$ cat src/rtl/modinv_scheduler.sv
// rtl/modinv_scheduler.sv - round-robin scheduler sharing one modular_inverse unit among NUM_REQ requesters
module modinv_scheduler #(
  parameter int NUM_REQ    = 4,
  parameter int WIDTH      = 256,
  parameter int LAUNCH_CYC = 2,
  parameter int TIMEOUT    = 4095
) (
  input  logic                       clk,
  input  logic                       Reset,
  input  logic [NUM_REQ-1:0]         req,
  input  logic [NUM_REQ*WIDTH-1:0]   req_operand,
  output logic [NUM_REQ-1:0]         req_ack,
  output logic                       rsp_valid,
  input  logic                       rsp_ready,
  output logic [$clog2(NUM_REQ)-1:0] rsp_id,
  output logic [WIDTH-1:0]           rsp_data,
  output logic                       rsp_error,
  output logic                       busy,
  output logic                       inv_reset,
  output logic [WIDTH-1:0]           inv_operand,
  input  logic [WIDTH-1:0]           inv_result,
  input  logic                       inv_done
);

  localparam int ID_W = $clog2(NUM_REQ);
  localparam int WD_W = $clog2(TIMEOUT + 1);
  localparam int LC_W = (LAUNCH_CYC > 1) ? $clog2(LAUNCH_CYC) : 1;

  typedef enum logic [1:0] {
    ST_IDLE   = 2'd0,
    ST_LAUNCH = 2'd1,
    ST_RUN    = 2'd2,
    ST_RESP   = 2'd3
  } state_t;

  state_t             r_state;
  state_t             w_state_next;

  logic [ID_W-1:0]    r_rr_ptr;
  logic [ID_W-1:0]    r_id_q;
  logic [WIDTH-1:0]   r_op_q;
  logic [NUM_REQ-1:0] r_ack;
  logic [WIDTH-1:0]   r_rsp_data;
  logic               r_rsp_error;
  logic [LC_W-1:0]    r_launch_cnt;
  logic [WD_W-1:0]    r_wd_cnt;

  logic               w_found;
  logic [ID_W-1:0]    w_winner;
  logic [ID_W-1:0]    w_scan_idx;
  logic [WIDTH-1:0]   w_win_operand;
  logic               w_op_zero;
  logic               w_grant;
  logic               w_launch_last;
  logic               w_done_ok;
  logic               w_timeout;
  logic               w_handshake;

  // Round-robin scan: first asserted req starting just after the last winner.
  always_comb begin
    w_found    = 1'b0;
    w_winner   = '0;
    w_scan_idx = '0;
    for (int k = 1; k <= NUM_REQ; k++) begin
      w_scan_idx = ID_W'((int'(r_rr_ptr) + k) % NUM_REQ);
      if (!w_found && req[w_scan_idx]) begin
        w_found  = 1'b1;
        w_winner = w_scan_idx;
      end
    end
  end

  // Operand mux for the current winner.
  always_comb begin
    w_win_operand = '0;
    for (int i = 0; i < NUM_REQ; i++) begin
      if (w_winner == ID_W'(i)) begin
        w_win_operand = req_operand[i*WIDTH +: WIDTH];
      end
    end
  end

  assign w_op_zero     = (w_win_operand == '0);
  assign w_grant       = (r_state == ST_IDLE) && w_found;
  assign w_launch_last = (r_launch_cnt == LC_W'(LAUNCH_CYC - 1));
  // The first RUN cycle sees the unit's stale Done from its previous run, so wd_cnt==0 masks it.
  assign w_done_ok     = (r_state == ST_RUN) && (r_wd_cnt != '0) && inv_done;
  assign w_timeout     = (r_state == ST_RUN) && (r_wd_cnt == WD_W'(TIMEOUT - 1));
  assign w_handshake   = rsp_valid && rsp_ready;

  // State register.
  always_ff @(posedge clk or posedge Reset) begin
    if (Reset) begin
      r_state <= ST_IDLE;
    end else begin
      r_state <= w_state_next;
    end
  end

  // Next-state logic; done has priority over timeout.
  always_comb begin
    w_state_next = r_state;
    unique case (r_state)
      ST_IDLE: begin
        if (w_found) begin
          w_state_next = w_op_zero ? ST_RESP : ST_LAUNCH;
        end
      end
      ST_LAUNCH: begin
        if (w_launch_last) begin
          w_state_next = ST_RUN;
        end
      end
      ST_RUN: begin
        if (w_done_ok || w_timeout) begin
          w_state_next = ST_RESP;
        end
      end
      ST_RESP: begin
        if (w_handshake) begin
          w_state_next = ST_IDLE;
        end
      end
      default: w_state_next = ST_IDLE;
    endcase
  end

  // Grant capture: operand, owner id, round-robin pointer and the one-cycle ack pulse.
  always_ff @(posedge clk or posedge Reset) begin
    if (Reset) begin
      r_rr_ptr <= ID_W'(NUM_REQ - 1);
      r_id_q   <= '0;
      r_op_q   <= '0;
      r_ack    <= '0;
    end else begin
      r_ack <= '0;
      if (w_grant) begin
        r_rr_ptr <= w_winner;
        r_id_q   <= w_winner;
        r_op_q   <= w_win_operand;
        r_ack    <= {{(NUM_REQ-1){1'b0}}, 1'b1} << w_winner;
      end
    end
  end

  // Launch hold counter: keeps inv_reset high for LAUNCH_CYC cycles with the operand applied.
  always_ff @(posedge clk or posedge Reset) begin
    if (Reset) begin
      r_launch_cnt <= '0;
    end else if (r_state == ST_LAUNCH && !w_launch_last) begin
      r_launch_cnt <= r_launch_cnt + LC_W'(1);
    end else begin
      r_launch_cnt <= '0;
    end
  end

  // Watchdog: counts RUN cycles from 0, cleared everywhere else.
  always_ff @(posedge clk or posedge Reset) begin
    if (Reset) begin
      r_wd_cnt <= '0;
    end else if (r_state == ST_RUN) begin
      r_wd_cnt <= r_wd_cnt + WD_W'(1);
    end else begin
      r_wd_cnt <= '0;
    end
  end

  // Response payload: cleared at grant (error if zero operand), loaded on done or abort.
  always_ff @(posedge clk or posedge Reset) begin
    if (Reset) begin
      r_rsp_data  <= '0;
      r_rsp_error <= 1'b0;
    end else if (w_grant) begin
      r_rsp_data  <= '0;
      r_rsp_error <= w_op_zero;
    end else if (w_done_ok) begin
      r_rsp_data  <= inv_result;
      r_rsp_error <= 1'b0;
    end else if (w_timeout) begin
      r_rsp_data  <= '0;
      r_rsp_error <= 1'b1;
    end
  end

  // A zero-operand job enters RESP while its ack is still pulsing; valid waits one cycle
  // so ack and response of one job never coincide.
  assign rsp_valid   = (r_state == ST_RESP) && (r_ack == '0);
  assign req_ack     = r_ack;
  assign rsp_id      = r_id_q;
  assign rsp_data    = r_rsp_data;
  assign rsp_error   = r_rsp_error;
  assign busy        = (r_state != ST_IDLE);
  assign inv_reset   = (r_state != ST_RUN);
  assign inv_operand = r_op_q;

endmodule

$ cat config.mk
export PLATFORM = sky130hd
export DESIGN_NAME = modinv_scheduler
export DESIGN_NICKNAME = d
export VERILOG_FILES = /design/src/rtl/modinv_scheduler.sv
export SDC_FILE = /design/constraint.sdc
export NUM_CORES = 2
export LEC_CHECK = 0
export ABC_AREA = 1
export BUFFER_PORTS_ARGS = -buffer_cell sky130_fd_sc_hd__buf_2
export CAP_MARGIN = 20
export CORE_AREA = 5 5 700 702
export DETAILED_ROUTE_END_ITERATION = 8
export DIE_AREA = 0 0 705 707
export HOLD_SLACK_MARGIN = 0.02
export SLEW_MARGIN = 20
export SYNTH_ARGS = -nofsm -noshare
export SYNTH_HDL_FRONTEND = slang
export SYNTH_SLANG_ARGS = --single-unit
$ cat constraint.sdc
create_clock -name clk -period 16.8 [get_ports clk]
set_clock_uncertainty 0.15 [all_clocks]
set_input_delay 1.68 -clock clk [delete_from_list [all_inputs] [get_ports clk]]
set_output_delay 1.68 -clock clk [all_outputs]
set_load 0.005 [all_outputs]
==> impl_results.md <==
- First-pass GRT wire length: 592000 um
- Synth Area in Simple Gates: 47.8%
- H-tree levels: 3
- Period minus WS final: 6.98 ns
- Ys Warns: 0
- TritonCTS buffer count: 89
- Crit path to: r_state[1]
- DR WL met3: 55700 um
- R2R Path Start: r_rr_ptr[0]
- Yosys reg bits: 536
- Largest net degree at the start of global routing: 182
- Crit. Startpoint: req[1]
- Vias in the first global route: 40.1k
- Site row count: 256
- Worst reg-to-reg setup slack: 9.93 ns
- Largest family of logic cells by synthesized area: simple AND/OR/NAND/NOR gates
- Hold Fails Final Rpt: 0
- DRT Wirelength: 499000 um
- Setup violations, final: 0
- Number of nets in the layout: 7048
- Launching element type of the critical path: input pin
- Vias per cell: 3.37
- Hold-fix buffers at CTS: 0
- # IOs: 1810
- Crit-path max FO: 40
- Initial Utilization: 6.00%
- Worst IR drop on VDD: 0.174 mV
- Highest-delay cell along the critical path: nand4_1
- Synth Area in Adders: 0.302%
- Post-Synth XOR/XNOR Area: 0.0302%
- CTS tree: done
- Seq/Total Area, Yosys: 46.3%
- Post-CTS setup buffer count: 0
- Slew @ Worst Pin: 1.06 ns
- DRT iter0 DRCs: 4482
- Total GRT Usage: 19.2%
- IO Port Bufs: 1809
- ANT nets after route: 0
- Worst path cell trace: buf_2, nand2_1, nand2_1, nand2_1, nand2_2, nor2_4, nand3_1, nand3_1, nor2_4, nor2_4, buf_4, nand2_1, nand4_1, nor2_1, nand2_1, nor2_1, nand2_1, nor2_1, nand2_1, nor2_1, nand2_1, nand2_1, nand2_1, nand2_1
- Dpl cells: 12.1k
- Final Instance Count excl. Fillers: 12.6k
- Kind of critical path: input pin to register
- Share of layout cells above drive strength 1: 35.0%
- DRC viols: 0
- WL met2: 226000 um
- Mux share of post-synthesis cell area: 0%
- Via count: 42.3k
- Syn Nets: 5415
- Post-Syn Area: 29000 um^2
- Critical Path RT: 17.44 ns
- Netlist cell types: 32
- PwrDens: 276 nW/um^2
- Lkg Pwr: 23.9 nW
- Fmax: 143 MHz
- Worst slew margin: 29.3%
- Fin crit share: 41.6%
- RSZ-0062 raised after global routing: false
- Max Used Layer: met5
- Critical path arrival: 7.62 ns
- Outcome: finished, final reports clean
- Wire length per cell: 39.7 um
- Cell count of the worst reg-to-reg path: 26
- Worst-skew pair later-pin latency: 0.86 ns
- CTS Sinks: 536
- Setup TNS: 0 ns
- Die ar.: 498000 um^2
- Congestion Overflow GR: 0
- Type of destination of the critical path: register
- Worst R2R End: r_state[1]
- Die Span X: 705 um
- Core Box Area: 484000 um^2
- Max_cap viols: 0
- Reg clk slew, reported paths: 0.06 ns
- Dpl hpwl: 441000 um
- Slew Limit Fails: 0
- Post-cts sizing count: 0
- Synthesized area per cell: 7.04 um^2
- Area Growth Syn to Fin: 69.7%
- Routed length on met1: 195000 um
- Clock root cell: clkbuf_16
- Max Root-Sink Buffers: 4
- Die H: 707 um
- Final GP Congestion: 1.01
- Post-synthesis compound-gate area fraction: 0.440%
- Worst hold path class: register to register
- Initial antenna violation count: 587
- Cells after synthesis: 4120
- DRT Pass-1 Iters: 5
- Critical Path Max Stage Delay: 0.90 ns
- Most common cell on crit path: nand2_1
[how the worst min path moves through the flow]
stage                            start           end  slack, ns  cells after the start
after floorplan           r_launch_cnt  r_launch_cnt       0.25                      1
after CTS                 r_launch_cnt  r_launch_cnt       0.29                      1
after global routing      r_launch_cnt  r_launch_cnt       0.32                      1
final                     r_launch_cnt  r_launch_cnt       0.29                      1
after detailed placement  r_launch_cnt  r_launch_cnt       0.28                      1
after global placement    r_launch_cnt  r_launch_cnt       0.27                      1
[stage by stage]
stage	utilization (%)	setup WS, ns	area (um^2)	power (W)	hold slack, ns
6_report	10.2	9.82	49200	0.0136	0.287
5_1_grt	10.1	9.76	48800	0.0144	0.323
4_1_cts	10.0	9.83	48500	0.0141	0.290
3_5_place_dp	9.41	8.88	45500	0.0119	0.282
3_3_place_gp	9.40	8.72	45500	0.0120	0.268
2_1_floorplan	-	7.68	29000	0.00595	0.251
[where the power goes]
part	total (W)	switching, W	internal (W)	leakage (nW)
Combinational	0.00956	0.00768	0.00187	15.3
Clock	0.00201	0.000839	0.00117	1.44
Sequential	0.00200	0.000250	0.00175	7.10
[routing by layer]
metal / vias up / track usage [%]
met1: 20800 / 22.2
met3: 1132 / 9.23
met2: 2747 / 31.1
li1: 17300 / -
met4: 260 / 6.05
met5: - / 0
[registers in the layout (all words and copies together), names as in the netlist]
signal	cells
r_wd_cnt	12
rsp_error	1
r_rr_ptr	2
rsp_data	256
r_launch_cnt	1
inv_operand	256
r_state	2
rsp_id	2
req_ack	4
[final cells by class]
class / count / area [um^2]
sequential: 536 / 13400
inverter: 34 / 146
clock buffer: 112 / 2400
multi-input combinational: 3218 / 14200
fill: 57200 / 434000
clock inverter: 43 / 569
timing repair buffer: 1874 / 9740
antenna: 286 / 716
tap: 6450 / 8070
[worst max-delay path: cells and delay by family]
kind	cells	cell delay, ns
buf+inv	2	0.45
simple gates	22	5.38
[cell families after synthesis]
logic type / Yosys count
XOR/XNOR: 1
AND/OR/NAND/NOR: 3189
AO/OA/AOI/OAI: 21
buffers and inverters: 366
adder cells (fa/ha/maj): 7
flip-flops: 536
[placed cells by master, fill, tap and decap left out, drive strengths merged]
cell type,count
a211oi,1
a21oi,8
a2bb2oi,1
a31oi,2
and3,1
buf,1874
bufinv,10
clkbuf,112
clkinv,18
clkinvlp,10
dfrtp,534
dfstp,2
diode,286
ha,7
inv,39
nand2,1755
nand3,964
nand3b,1
nand4,259
nor2,201
nor3,6
nor4,1
o21ai,7
o221a,1
o221ai,1
or4,1
xnor2,1
[Yosys cell counts]
cell	n	area share (%)
a21oi_1	7	0.12
buf_1	63	0.82
nand2_1	1753	23
o221a_2	1	0.039
a211oi_1	1	0.026
o21ai_0	6	0.10
nor2_4	2	0.078
nand3b_1	1	0.026
o221ai_1	1	0.030
inv_1	29	0.38
a2bb2oi_1	1	0.030
buf_6	3	0.12
nand3_1	963	17
xnor2_1	1	0.030
buf_2	75	1.3
buf_4	1	0.026
nor3_1	6	0.10
o21ai_1	1	0.017
a21oi_2	1	0.030
inv_2	5	0.065
nand2_2	2	0.043
nor2_1	199	2.6
ha_1	7	0.30
dfrtp_1	534	46
nand4_1	259	5.6
clkbuf_1	190	2.5
nand3_2	1	0.035
nor4_1	1	0.022
dfstp_2	2	0.18
and3_1	1	0.022
or4_1	1	0.026
a31oi_1	2	0.043
Power figures use the tool's default switching activity.
